## config.mk

```make
export PLATFORM = sky130hd
export DESIGN_NAME = uart_cmd_ctrl
export DESIGN_NICKNAME = d
export VERILOG_FILES = /design/src/rtl/uart_cmd_pkg.sv /design/src/rtl/uart_cmd_ctrl.sv
export SDC_FILE = /design/constraint.sdc
export NUM_CORES = 1
export LEC_CHECK = 0
export ABC_CLOCK_PERIOD_IN_PS = 3500
export BUFFER_PORTS_ARGS = -buffer_cell sky130_fd_sc_hd__buf_2
export CORE_MARGIN = 2
export CORE_UTILIZATION = 60
export CTS_CLUSTER_DIAMETER = 50
export DETAILED_ROUTE_END_ITERATION = 16
export GPL_TIMING_DRIVEN = 0
export HOLD_SLACK_MARGIN = 0.03
export PLACE_DENSITY = 0.84
export SLEW_MARGIN = 20
export SYNTH_ARGS = -nofsm -noshare
export SYNTH_HDL_FRONTEND = slang
export SYNTH_SLANG_ARGS = --single-unit
```

## constraint.sdc

```tcl
create_clock -name clk -period 3.5 [get_ports clk]
set_clock_uncertainty 0.15 [all_clocks]
set_input_delay 0.7 -clock clk [delete_from_list [all_inputs] [get_ports clk]]
set_output_delay 0.7 -clock clk [all_outputs]
set_load 0.02 [all_outputs]
```

## src/rtl/uart_cmd_pkg.sv

```systemverilog
// Shared types and constants for the UART command front end and the
// downstream command processor.
package uart_cmd_pkg;

  typedef enum logic [1:0] {
    IDLE    = 2'd0,
    WAIT_HI = 2'd1,
    WAIT_LO = 2'd2,
    HOLD    = 2'd3
  } ctrl_state_t;

  localparam int unsigned FRAME_BYTES = 3;

  localparam logic [7:0] OP_NOP      = 8'h00;
  localparam logic [7:0] OP_WR_REG   = 8'h05;
  localparam logic [7:0] OP_RD_REG   = 8'hA0;
  localparam logic [7:0] OP_RD_BURST = 8'hA1;
  localparam logic [7:0] OP_STATUS   = 8'h77;

endpackage

```

## src/rtl/uart_cmd_ctrl.sv

```systemverilog
// Assembles 3-byte command frames from the UART receiver, drops partial
// frames on inter-byte timeout and presents frames under valid/ack.
module uart_cmd_ctrl
  import uart_cmd_pkg::*;
#(
  parameter int TIMEOUT = 20000
) (
  input  logic        clk,
  input  logic        rst,
  input  logic        rx_rdy,
  input  logic [7:0]  rx_byte,
  output logic        clr_rdy,
  output logic        cmd_vld,
  output logic [7:0]  cmd_op,
  output logic [15:0] cmd_data,
  input  logic        cmd_ack,
  output logic        frame_err
);

  localparam int CW = $clog2(TIMEOUT + 1);
  localparam logic [CW-1:0] CNT_MAX = CW'(TIMEOUT - 1);

  ctrl_state_t   state_q, state_d;
  logic [CW-1:0] cnt_q, cnt_d;
  logic          clr_rdy_q, clr_rdy_d;
  logic          cmd_vld_q, cmd_vld_d;
  logic [7:0]    cmd_op_q, cmd_op_d;
  logic [15:0]   cmd_data_q, cmd_data_d;
  logic          frame_err_q, frame_err_d;
  logic [7:0]    op_q, op_d;
  logic [7:0]    hi_q, hi_d;
  logic          capture_s;
  logic          timeout_s;

  // The !clr_rdy term masks the stale flag still high in the clear cycle.
  assign capture_s = rx_rdy && !clr_rdy_q;
  assign timeout_s = (cnt_q == CNT_MAX);

  always_comb begin
    state_d     = state_q;
    cnt_d       = cnt_q;
    clr_rdy_d   = 1'b0;
    cmd_vld_d   = cmd_vld_q;
    cmd_op_d    = cmd_op_q;
    cmd_data_d  = cmd_data_q;
    frame_err_d = 1'b0;
    op_d        = op_q;
    hi_d        = hi_q;
    case (state_q)
      IDLE: begin
        cnt_d = '0;
        if (capture_s) begin
          op_d      = rx_byte;
          clr_rdy_d = 1'b1;
          state_d   = WAIT_HI;
        end else begin
          state_d = IDLE;
        end
      end
      WAIT_HI: begin
        if (capture_s) begin
          hi_d      = rx_byte;
          clr_rdy_d = 1'b1;
          cnt_d     = '0;
          state_d   = WAIT_LO;
        end else if (timeout_s) begin
          frame_err_d = 1'b1;
          cnt_d       = '0;
          state_d     = IDLE;
        end else begin
          cnt_d = cnt_q + CW'(1);
        end
      end
      WAIT_LO: begin
        // Outputs are committed only here, so a dropped frame never leaks.
        if (capture_s) begin
          cmd_op_d   = op_q;
          cmd_data_d = {hi_q, rx_byte};
          cmd_vld_d  = 1'b1;
          clr_rdy_d  = 1'b1;
          cnt_d      = '0;
          state_d    = HOLD;
        end else if (timeout_s) begin
          frame_err_d = 1'b1;
          cnt_d       = '0;
          state_d     = IDLE;
        end else begin
          cnt_d = cnt_q + CW'(1);
        end
      end
      HOLD: begin
        cnt_d = '0;
        if (cmd_ack) begin
          cmd_vld_d = 1'b0;
          state_d   = IDLE;
        end else begin
          state_d = HOLD;
        end
      end
      default: begin
        cnt_d     = '0;
        cmd_vld_d = 1'b0;
        state_d   = IDLE;
      end
    endcase
  end

  always_ff @(posedge clk or posedge rst) begin
    if (rst) begin
      state_q     <= IDLE;
      cnt_q       <= '0;
      clr_rdy_q   <= 1'b0;
      cmd_vld_q   <= 1'b0;
      cmd_op_q    <= 8'h00;
      cmd_data_q  <= 16'h0000;
      frame_err_q <= 1'b0;
      op_q        <= 8'h00;
      hi_q        <= 8'h00;
    end else begin
      state_q     <= state_d;
      cnt_q       <= cnt_d;
      clr_rdy_q   <= clr_rdy_d;
      cmd_vld_q   <= cmd_vld_d;
      cmd_op_q    <= cmd_op_d;
      cmd_data_q  <= cmd_data_d;
      frame_err_q <= frame_err_d;
      op_q        <= op_d;
      hi_q        <= hi_d;
    end
  end

  assign clr_rdy   = clr_rdy_q;
  assign cmd_vld   = cmd_vld_q;
  assign cmd_op    = cmd_op_q;
  assign cmd_data  = cmd_data_q;
  assign frame_err = frame_err_q;

endmodule

```

==> results.py, run 1 <==
metrics = {
    "outcome": {
        "status": "completed",
    },
    "grt": {
        "grt-ovfl-total": 0,
        "gr-usage-all-layers_pct": 23.74,
        "antenna_found_initial": 0,
        "grt_pass1_wl_um": 7652,
        "grt_pass1_vias": 1614,
        "grt_max_degree": 61,
    },
    "setup_path": {
        "crit_fanout": 10,
        "r2r_slack_ns": 1.23,
        "setup.worst_path.class": "flip-flop to flip-flop",
        "cp.arrival_ns": 2.34,
        "cp-end-kind": "flip-flop",
        "cp-start-kind": "flip-flop",
        "worstPathRequired_ns": 3.57,
    },
    "yosys": {
        "yosysSeqAreaShare_pct": 59.52,
        "ys.flop_type": "dfrtp_1",
        "synth_area_um2": 2522,
        "synth_top_area_cell": "dfrtp_1",
        "netlist.area_leader.share_pct": 59.52,
        "ys_seq_elements": 60,
        "avgSynthCellArea_um2": 13.35,
        "synth_edf_count": 0,
        "synth.distinct_cells": 26,
        "syn_nets": 208,
        "synthCells": 189,
        "synthTopCellsByArea": "dfrtp_1 60%, mux2_2 18%, ha_1 3.5%, xnor2_1 3.1%, nor2_1 2.8%",
        "ys_warn_count": 0,
        "synthArstFlopShare_pct": 100.0,
    },
    "layout": {
        "final_area_um2": 2979,
        "layout-drive-gt1-share_pct": 41.15,
        "num-nets-final": 257,
        "antenna_cells": 0,
        "syn_to_final_growth_pct": 18.11,
        "final_common_cell": "dfrtp_1",
        "fin_cells": 293,
        "layout_common_cells": "60 x dfrtp_1, 40 x mux2_2, 38 x buf_2",
    },
    "power": {
        "p_per_area_nw_per_um2": 796.4,
        "power_leakage_nw": 1.430,
        "irDropWorstVdd_uv": 530.4,
    },
    "drt": {
        "drc": 0,
        "ant_nets": 0,
        "vias": 1578,
        "first_iter_violations": 96,
        "totalWireLength_um": 4436,
        "drt_first_pass_iters": 5,
        "viasPerCell": 5.386,
        "wl_per_cell_um": 15.14,
    },
    "clock_network": {
        "clkLatencyLatePin_ns": 0.34,
        "path_clk_slew_ns": 0.07,
        "post-cts-setup-buffers": 0,
        "cts.sinks": 60,
        "cts_buffers": 9,
        "cts_root_buf": "clkbuf_8",
        "cts_tree": "built",
        "holdBufCountCts": 0,
        "htreeDepth": 3,
        "clock_path_buffers": 2,
        "post_cts_resized": 0,
    },
    "timing": {
        "relSlewSlack_pct": 52.79,
        "fin_crit_sh_pct": 64.79,
        "holdWs_ns": 0.3331,
        "period_minus_slack_ns": 2.268,
        "rsz0062_at_grt": "false",
        "hold_viol": 0,
        "slew_viol_final": 0,
        "tightest_slew_ns": 0.7082,
        "finalSetupTns_ns": 0,
        "setup_viol": 0,
        "fmax_mhz": 441.0,
    },
    "place": {
        "dp_hpwl_um": 3004,
        "place_area_um2": 2778,
        "io_buffers": 38,
        "numPlacedInstances": 277,
        "place_congestion": 0.7524,
    },
    "hold_path": {
        "min_path_type": "primary input to asynchronous set/reset pin",
    },
    "die": {
        "core_um2": 4029,
        "io_pins": 39,
        "start_util_pct": 62.61,
        "num_rows": 23,
        "die_area_um2": 4739,
        "die_w_um": 68.84,
        "die_y_um": 68.84,
    },
    "job": {
        "max_cap_viol_count": 0,
    },
}
worst max-delay path, stage by stage, from the launching register on:
cell and delay, ns:
dfrtp_1 0.43, inv_1 0.11, ha_1 0.26, nand2_1 0.25
clkbuf_1 0.54, mux2_2 0.41
report_power, final:
part	switching [mW]	leakage [nW]	total, mW	internal (mW)
Clock	0.270	0.0983	0.616	0.346
Sequential	0.119	0.775	1.04	0.921
Combinational	0.387	0.557	0.717	0.329
path summary, 6_finish.rpt:
kind / startpoint / end / depth (start not counted)
max: state_q[0] / cmd_data[7] / 5
min in group clk: cnt_q[0] / cnt_q[0] / 1
min reg2reg: cnt_q[0] / cnt_q[0] / 1
max in group asynchronous: rst / cmd_op[4] / 2
min: rst / cmd_data[6] / 2
max reg2reg: state_q[0] / cmd_data[7] / 5
sequential cells by signal, summed over array words and instances, names as in the netlist:
name / count
cmd_vld: 1
clr_rdy: 1
cnt_q: 15
hi_q: 8
cmd_data: 16
cmd_op: 8
state_q: 2
frame_err: 1
op_q: 8
through the flow:
stage                     util, %  total power, mW  worst slack (ns)
after floorplan                 -            1.548             1.165
after global placement      68.88            1.737            0.4823
after detailed placement    68.94            1.779            0.9849
after CTS                   73.94            2.399             1.168
after global routing        73.94            2.520             1.030
final                       73.94            2.373             1.232
Yosys cell counts (2+ instances only):
master	instances
nor2_1	19
clkbuf_1	2
nor3_1	6
nand2_1	10
xnor2_1	9
nand4_1	4
nor4_1	3
xor2_1	4
nor2b_1	2
inv_1	6
ha_1	7
dfrtp_1	60
nand3_1	5
mux2_2	40
routing by layer:
layer  wire [µm]  share of wire (%)  vias to the layer above  track usage, %
met5           0                  0                        -               0
met4          80                1.8                        0           10.29
met3         244                5.5                       10           9.578
met2        2141                 48                       42           36.54
met1        1969                 44                      769           29.69
li1            -                  -                      757               -
kinds of logic after synthesis:
family          synth area share (%)
flops                          59.52
simple gates                   11.16
mux                            17.86
xor+xnor                       4.514
buf+inv                        1.786
fa+ha+maj                      3.472
compound gates                 1.686
layout make-up:
cell class	count	area, µm²
Buffer	3	22.52
Clock buffer	10	137.6
Clock inverter	6	63.81
Fill cell	260	1050
Inverter	6	25.02
Multi-Input combinational cell	120	975.9
Sequential cell	60	1501
Tap cell	50	62.56
Timing Repair Buffer	38	190.2
(Power assumes the default switching activity.)
==> run 2: changes to the inputs <==
--- a/config.mk
+++ b/config.mk
@@ -5,15 +5,16 @@
 export SDC_FILE = /design/constraint.sdc
 export NUM_CORES = 1
 export LEC_CHECK = 0
-export ABC_CLOCK_PERIOD_IN_PS = 3500
+export ABC_AREA = 1
+export ABC_CLOCK_PERIOD_IN_PS = 1900
 export BUFFER_PORTS_ARGS = -buffer_cell sky130_fd_sc_hd__buf_2
 export CORE_MARGIN = 2
-export CORE_UTILIZATION = 60
+export CORE_UTILIZATION = 50
 export CTS_CLUSTER_DIAMETER = 50
 export DETAILED_ROUTE_END_ITERATION = 16
 export GPL_TIMING_DRIVEN = 0
 export HOLD_SLACK_MARGIN = 0.03
-export PLACE_DENSITY = 0.84
+export PLACE_DENSITY = 0.74
 export SLEW_MARGIN = 20
 export SYNTH_ARGS = -nofsm -noshare
 export SYNTH_HDL_FRONTEND = slang
==> constraint.sdc (replaced) <==
create_clock -name clk -period 1.9 [get_ports clk]
set_clock_uncertainty 0.15 [all_clocks]
set_input_delay 0.38 -clock clk [delete_from_list [all_inputs] [get_ports clk]]
set_output_delay 0.38 -clock clk [all_outputs]
set_load 0.02 [all_outputs]
==> results.py, run 2 <==
metrics = {
    "setup_path": {
        "crit_fanout": 10,
        "cp-end-kind": "flip-flop",
        "cp-start-kind": "flip-flop",
        "cp.arrival_ns": 1.84,
        "cp_cell_sequence": "inv_1, ha_1, nand2_1, inv_2, buf_4, nand2_1, nand2_1",
        "r2r_slack_ns": 0.18,
        "cp_common_cell": "nand2_1",
        "setup.worst_path.class": "flip-flop to flip-flop",
        "cpPeakStageDelay_ns": 0.43,
        "cp_slowest_cell": "dfrtp_1",
        "worstPathRequired_ns": 2.02,
        "reg2reg_to": "cmd_data[10]",
        "r2r_cells": 7,
        "r2r-start": "state_q[0]",
    },
    "yosys": {
        "ys_warn_count": 0,
        "synth_most_common_cell": "nand2_1",
        "ys.flop_type": "dfrtp_1",
        "avgSynthCellArea_um2": 8.867,
        "yosysSeqAreaShare_pct": 58.59,
        "synthCells": 289,
        "synth_top_area_cell": "dfrtp_1",
        "ys_top_cells_by_count": "101 x nand2_1, 60 x dfrtp_1, 29 x inv_1, 27 x o21ai_0, 23 x nor2_1",
        "synth_edf_count": 0,
        "synth.distinct_cells": 24,
        "syn_nets": 308,
        "synthTopCellsByArea": "dfrtp_1 59%, nand2_1 15%, o21ai_0 5.3%, inv_1 4.2%, ha_1 3.4%",
        "ys_seq_elements": 60,
        "netlist.area_leader.share_pct": 58.59,
        "synth_area_um2": 2562,
        "synthArstFlopShare_pct": 100.0,
    },
    "die": {
        "num_rows": 26,
        "io_pins": 39,
        "die_y_um": 75.59,
        "die_w_um": 75.59,
        "die_area_um2": 5714,
        "start_util_pct": 51.15,
        "core_um2": 5010,
    },
    "layout": {
        "fillers": 452,
        "layout-drive-gt1-share_pct": 19.77,
        "fin_cells": 414,
        "layout_common_cells": "101 x nand2_1, 60 x dfrtp_1, 38 x buf_2",
        "final_common_cell": "nand2_1",
        "syn_to_final_growth_pct": 19.82,
        "largest_register_ffs": 16,
        "utilization_pct": 61.29,
        "antenna_cells": 0,
        "num-nets-final": 358,
    },
    "drt": {
        "drt_first_pass_iters": 4,
        "totalWireLength_um": 4983,
        "vias": 1963,
        "viasPerCell": 4.742,
        "ant_nets": 0,
        "wl_per_cell_um": 12.04,
        "drc": 0,
        "first_iter_violations": 80,
    },
    "grt": {
        "antenna_found_initial": 0,
        "grt_max_degree": 35,
        "grt_pass1_wl_um": 8535,
        "grt_pass1_vias": 1909,
        "grt-ovfl-total": 0,
        "gr-usage-all-layers_pct": 20.52,
    },
    "timing": {
        "finalSetupTns_ns": 0,
        "fmax_mhz": 582.9,
        "slew_viol_final": 0,
        "hold_viol": 0,
        "rsz0062_at_grt": "false",
        "fin_crit_sh_pct": 90.29,
        "period_minus_slack_ns": 1.715,
        "holdWs_ns": 0.09373,
        "relSlewSlack_pct": 60.27,
        "setup_viol": 0,
        "tightest_slew_ns": 0.5947,
    },
    "clock_network": {
        "clock_path_buffers": 2,
        "cts.sinks": 60,
        "htreeDepth": 3,
        "path_clk_slew_ns": 0.06,
        "post-cts-setup-buffers": 0,
        "cts_root_buf": "clkbuf_8",
        "cts_tree": "built",
        "cts_buffers": 9,
        "clkLatencyLatePin_ns": 0.33,
    },
    "job": {
        "max_cap_viol_count": 0,
    },
    "outcome": {
        "status": "completed",
    },
    "hold_path": {
        "hold_path_end": "cmd_vld",
        "min_path_type": "primary input to flip-flop",
        "worstHoldStart": "cmd_ack",
        "hold_depth": 2,
    },
    "place": {
        "dp_hpwl_um": 3428,
        "place_congestion": 0.8283,
        "io_buffers": 38,
        "numPlacedInstances": 398,
    },
    "power": {
        "p_per_area_nw_per_um2": 1362,
        "power_leakage_nw": 1.601,
        "irDropWorstVdd_uv": 835.2,
    },
}
## run 2: worst max-delay path by stage
stage / start / to / depth (start not counted)
finish: state_q[0] / cmd_data[10] / 7
global route: state_q[1] / hi_q[1] / 6
global placement: state_q[0] / cmd_data[0] / 5
floorplan: state_q[0] / cmd_data[0] / 5
detailed placement: state_q[0] / cmd_data[2] / 5
CTS: state_q[0] / cmd_data[0] / 5
## run 2: critical path, delay by kind of cell, from the launching register on
family,cells,cell delay [ns]
adder cells (fa/ha/maj),1,0.22
buffers and inverters,3,0.55
flip-flops,1,0.43
AND/OR/NAND/NOR,3,0.29
## run 2: logic make-up (layout without fill, tap and decap cells)
kind of cell	count (synthesis)	in the layout	synth area share, %
AND/OR/NAND/NOR	142	142	23.44
XOR/XNOR	2	2	0.6837
adder cells (fa/ha/maj)	7	7	3.418
AO/OA/AOI/OAI	40	40	8.057
flip-flops	60	60	58.59
buffers and inverters	38	93	5.811
## run 2: repair_timing
action,4_1_cts,5_1_grt
endpoints found under the hold margin,26,0
gates resized for setup,0,6
endpoints found under the setup margin,0,27
hold buffers,1,0
## run 2: metal layers
metal,track usage (%),part of all wire (%)
met1,26.23,48
met2,32.46,47
met3,7.143,4.7
met4,7.797,1.2
met5,0,0
## run 2: layout make-up
| type | count | area, µm² | share of cell area (%) |
|---|---|---|---|
| Timing Repair Buffer | 40 | 220.2 | 7.172 |
| Clock buffer | 15 | 166.4 | 5.420 |
| Buffer | 5 | 26.28 | 0.8557 |
| Clock inverter | 1 | 30.03 | 0.9780 |
| Inverter | 32 | 126.4 | 4.116 |
| Tap cell | 70 | 87.58 | 2.852 |
| Multi-Input combinational cell | 191 | 912.1 | 29.71 |
| Sequential cell | 60 | 1501 | 48.90 |
## run 2: power breakdown
part	total, mW	internal [mW]	switching [mW]
logic	1.17	0.406	0.766
registers	1.87	1.65	0.213
clock network	1.14	0.680	0.462
total	4.18	2.74	1.44
## run 2: stage by stage
step	area [µm²]	setup WS [ns]	power, mW
3_3_place_gp	2844	0.09447	3.022
3_5_place_dp	2864	0.04001	3.074
2_1_floorplan	2566	0.4236	2.674
5_1_grt	3070	0.01236	4.473
6_report	3070	0.1845	4.181
4_1_cts	3070	0.03054	4.233
==> run 3: changes to the inputs <==
--- a/config.mk
+++ b/config.mk
@@ -9,12 +9,13 @@
 export ABC_CLOCK_PERIOD_IN_PS = 1900
 export BUFFER_PORTS_ARGS = -buffer_cell sky130_fd_sc_hd__buf_2
 export CORE_MARGIN = 2
-export CORE_UTILIZATION = 50
+export CORE_UTILIZATION = 45
 export CTS_CLUSTER_DIAMETER = 50
 export DETAILED_ROUTE_END_ITERATION = 16
 export GPL_TIMING_DRIVEN = 0
 export HOLD_SLACK_MARGIN = 0.03
-export PLACE_DENSITY = 0.74
+export PLACE_DENSITY = 0.68
+export REMOVE_ABC_BUFFERS = 1
 export SLEW_MARGIN = 20
 export SYNTH_ARGS = -nofsm -noshare
 export SYNTH_HDL_FRONTEND = slang
==> results.py, run 3 (synthesized netlist as in run 2, its figures left out) <==
metrics = {
    "setup_path": {
        "cp_slowest_cell": "dfrtp_1",
        "worstPathRequired_ns": 2.00,
        "cp-start-kind": "flip-flop",
        "cp_cell_sequence": "inv_1, ha_1, nand2_8, inv_6, a21oi_1, a31oi_1",
        "cp_top_family": "flip-flops",
        "setup.worst_path.class": "flip-flop to flip-flop",
        "cp.arrival_ns": 1.86,
        "worst-path-buf-inv": 2,
        "cp-end-kind": "flip-flop",
        "cpPeakStageDelay_ns": 0.43,
        "crit_fanout": 33,
    },
    "outcome": {
        "status": "completed",
    },
    "grt": {
        "grt-ovfl-total": 0,
        "grt_max_degree": 54,
        "grt_pass1_vias": 1871,
        "antenna_found_initial": 0,
        "gr-usage-all-layers_pct": 17.24,
        "grt_pass1_wl_um": 8280,
    },
    "power": {
        "power_leakage_nw": 1.610,
        "p_per_area_nw_per_um2": 1404,
        "irDropWorstVdd_uv": 554.7,
        "fin_total_pwr_mw": 4.366,
    },
    "clock_network": {
        "clkLatencyLatePin_ns": 0.33,
        "path_clk_slew_ns": 0.07,
        "cts_tree": "built",
        "post-cts-setup-buffers": 0,
        "cts_root_buf": "clkbuf_8",
        "cts_buffers": 9,
        "htreeDepth": 3,
        "cts.sinks": 60,
        "clock_path_buffers": 2,
    },
    "die": {
        "die_area_um2": 6314,
        "num_rows": 27,
        "die_y_um": 79.46,
        "core_um2": 5507,
        "die_w_um": 79.46,
        "start_util_pct": 46.53,
        "io_pins": 39,
    },
    "timing": {
        "setup_viol": 0,
        "relSlewSlack_pct": 65.45,
        "fin_crit_sh_pct": 92.76,
        "rsz0062_at_grt": "false",
        "hold_viol": 0,
        "tightest_slew_ns": 0.5171,
        "fmax_mhz": 567.4,
        "slew_viol_final": 0,
        "period_minus_slack_ns": 1.763,
    },
    "layout": {
        "utilization_pct": 56.46,
        "final_common_cell": "nand2_1",
        "fin_cells": 411,
        "fillers": 522,
        "layout_common_cells": "100 x nand2_1, 60 x dfrtp_1, 38 x buf_2",
        "largest_register_ffs": 16,
        "layout-drive-gt1-share_pct": 19.76,
        "antenna_cells": 0,
        "num-nets-final": 353,
        "syn_to_final_growth_pct": 21.34,
    },
    "drt": {
        "wl_per_cell_um": 11.51,
        "ant_nets": 0,
        "drc": 0,
        "viasPerCell": 4.645,
        "first_iter_violations": 71,
        "drt_first_pass_iters": 4,
        "totalWireLength_um": 4732,
        "vias": 1909,
    },
    "job": {
        "max_cap_viol_count": 0,
    },
    "place": {
        "io_buffers": 38,
        "place_congestion": 0.7684,
        "numPlacedInstances": 394,
        "dp_hpwl_um": 3136,
    },
    "hold_path": {
        "min_path_type": "primary input to flip-flop",
    },
}
[run 3: area by class of cell]
class,instances,area (µm²),share of cell area (%)
timing repair buffer,40,227.7,7.324
inverter,32,130.1,4.185
sequential,60,1501,48.29
clock inverter,5,100.1,3.219
multi-input combinational,191,928.4,29.86
clock buffer,11,131.4,4.225
tap,72,90.09,2.897
[run 3: metrics by stage]
step / hold WS, ns / instance area, µm² / TNS, ns / setup slack, ns
2_1_floorplan: 0.2738 / 2536 / -7.015 / -0.1147
6_report: 0.1172 / 3109 / 0 / 0.1375
3_3_place_gp: 0.2926 / 2816 / -65.05 / -0.9215
3_5_place_dp: 0.1305 / 2846 / -9.689 / -0.6110
4_1_cts: 0.08588 / 3098 / 0 / 0.06546
5_1_grt: 0.1005 / 3109 / 0 / 0.004640
[run 3: what timing repair did]
action                                  in CTS  in global routing
endpoints found under the setup margin      26                  2
pin swaps                                    0                  0
gates resized for setup                      3                  2
hold buffers                                 1                  0
endpoints found under the hold margin       39                  0
[run 3: routing by layer]
layer	vias to the layer above	track usage (%)	wire, µm
met3	4	6.448	221
met5	-	0	0
met4	0	7.759	31
li1	986	-	-
met1	880	21.54	2199
met2	39	26.64	2280
[run 3: final timing paths]
kind | start | endpoint | slack [ns] | depth (start not counted)
max in group asynchronous | rst | hi_q[6] | 0.80 | 4
hold reg to reg | cnt_q[0] | cnt_q[0] | 0.30 | 1
min in group asynchronous | rst | cnt_q[1] | 0.33 | 3
setup reg to reg | state_q[0] | cmd_vld | 0.14 | 6
hold / removal | cmd_ack | cmd_vld | 0.12 | 2
setup / recovery | state_q[0] | cmd_vld | 0.14 | 6
[run 3: report_power, final]
part	total (mW)	switching (mW)	internal [mW]
registers	1.85	0.199	1.65
logic	1.17	0.765	0.406
clock network	1.34	0.476	0.868
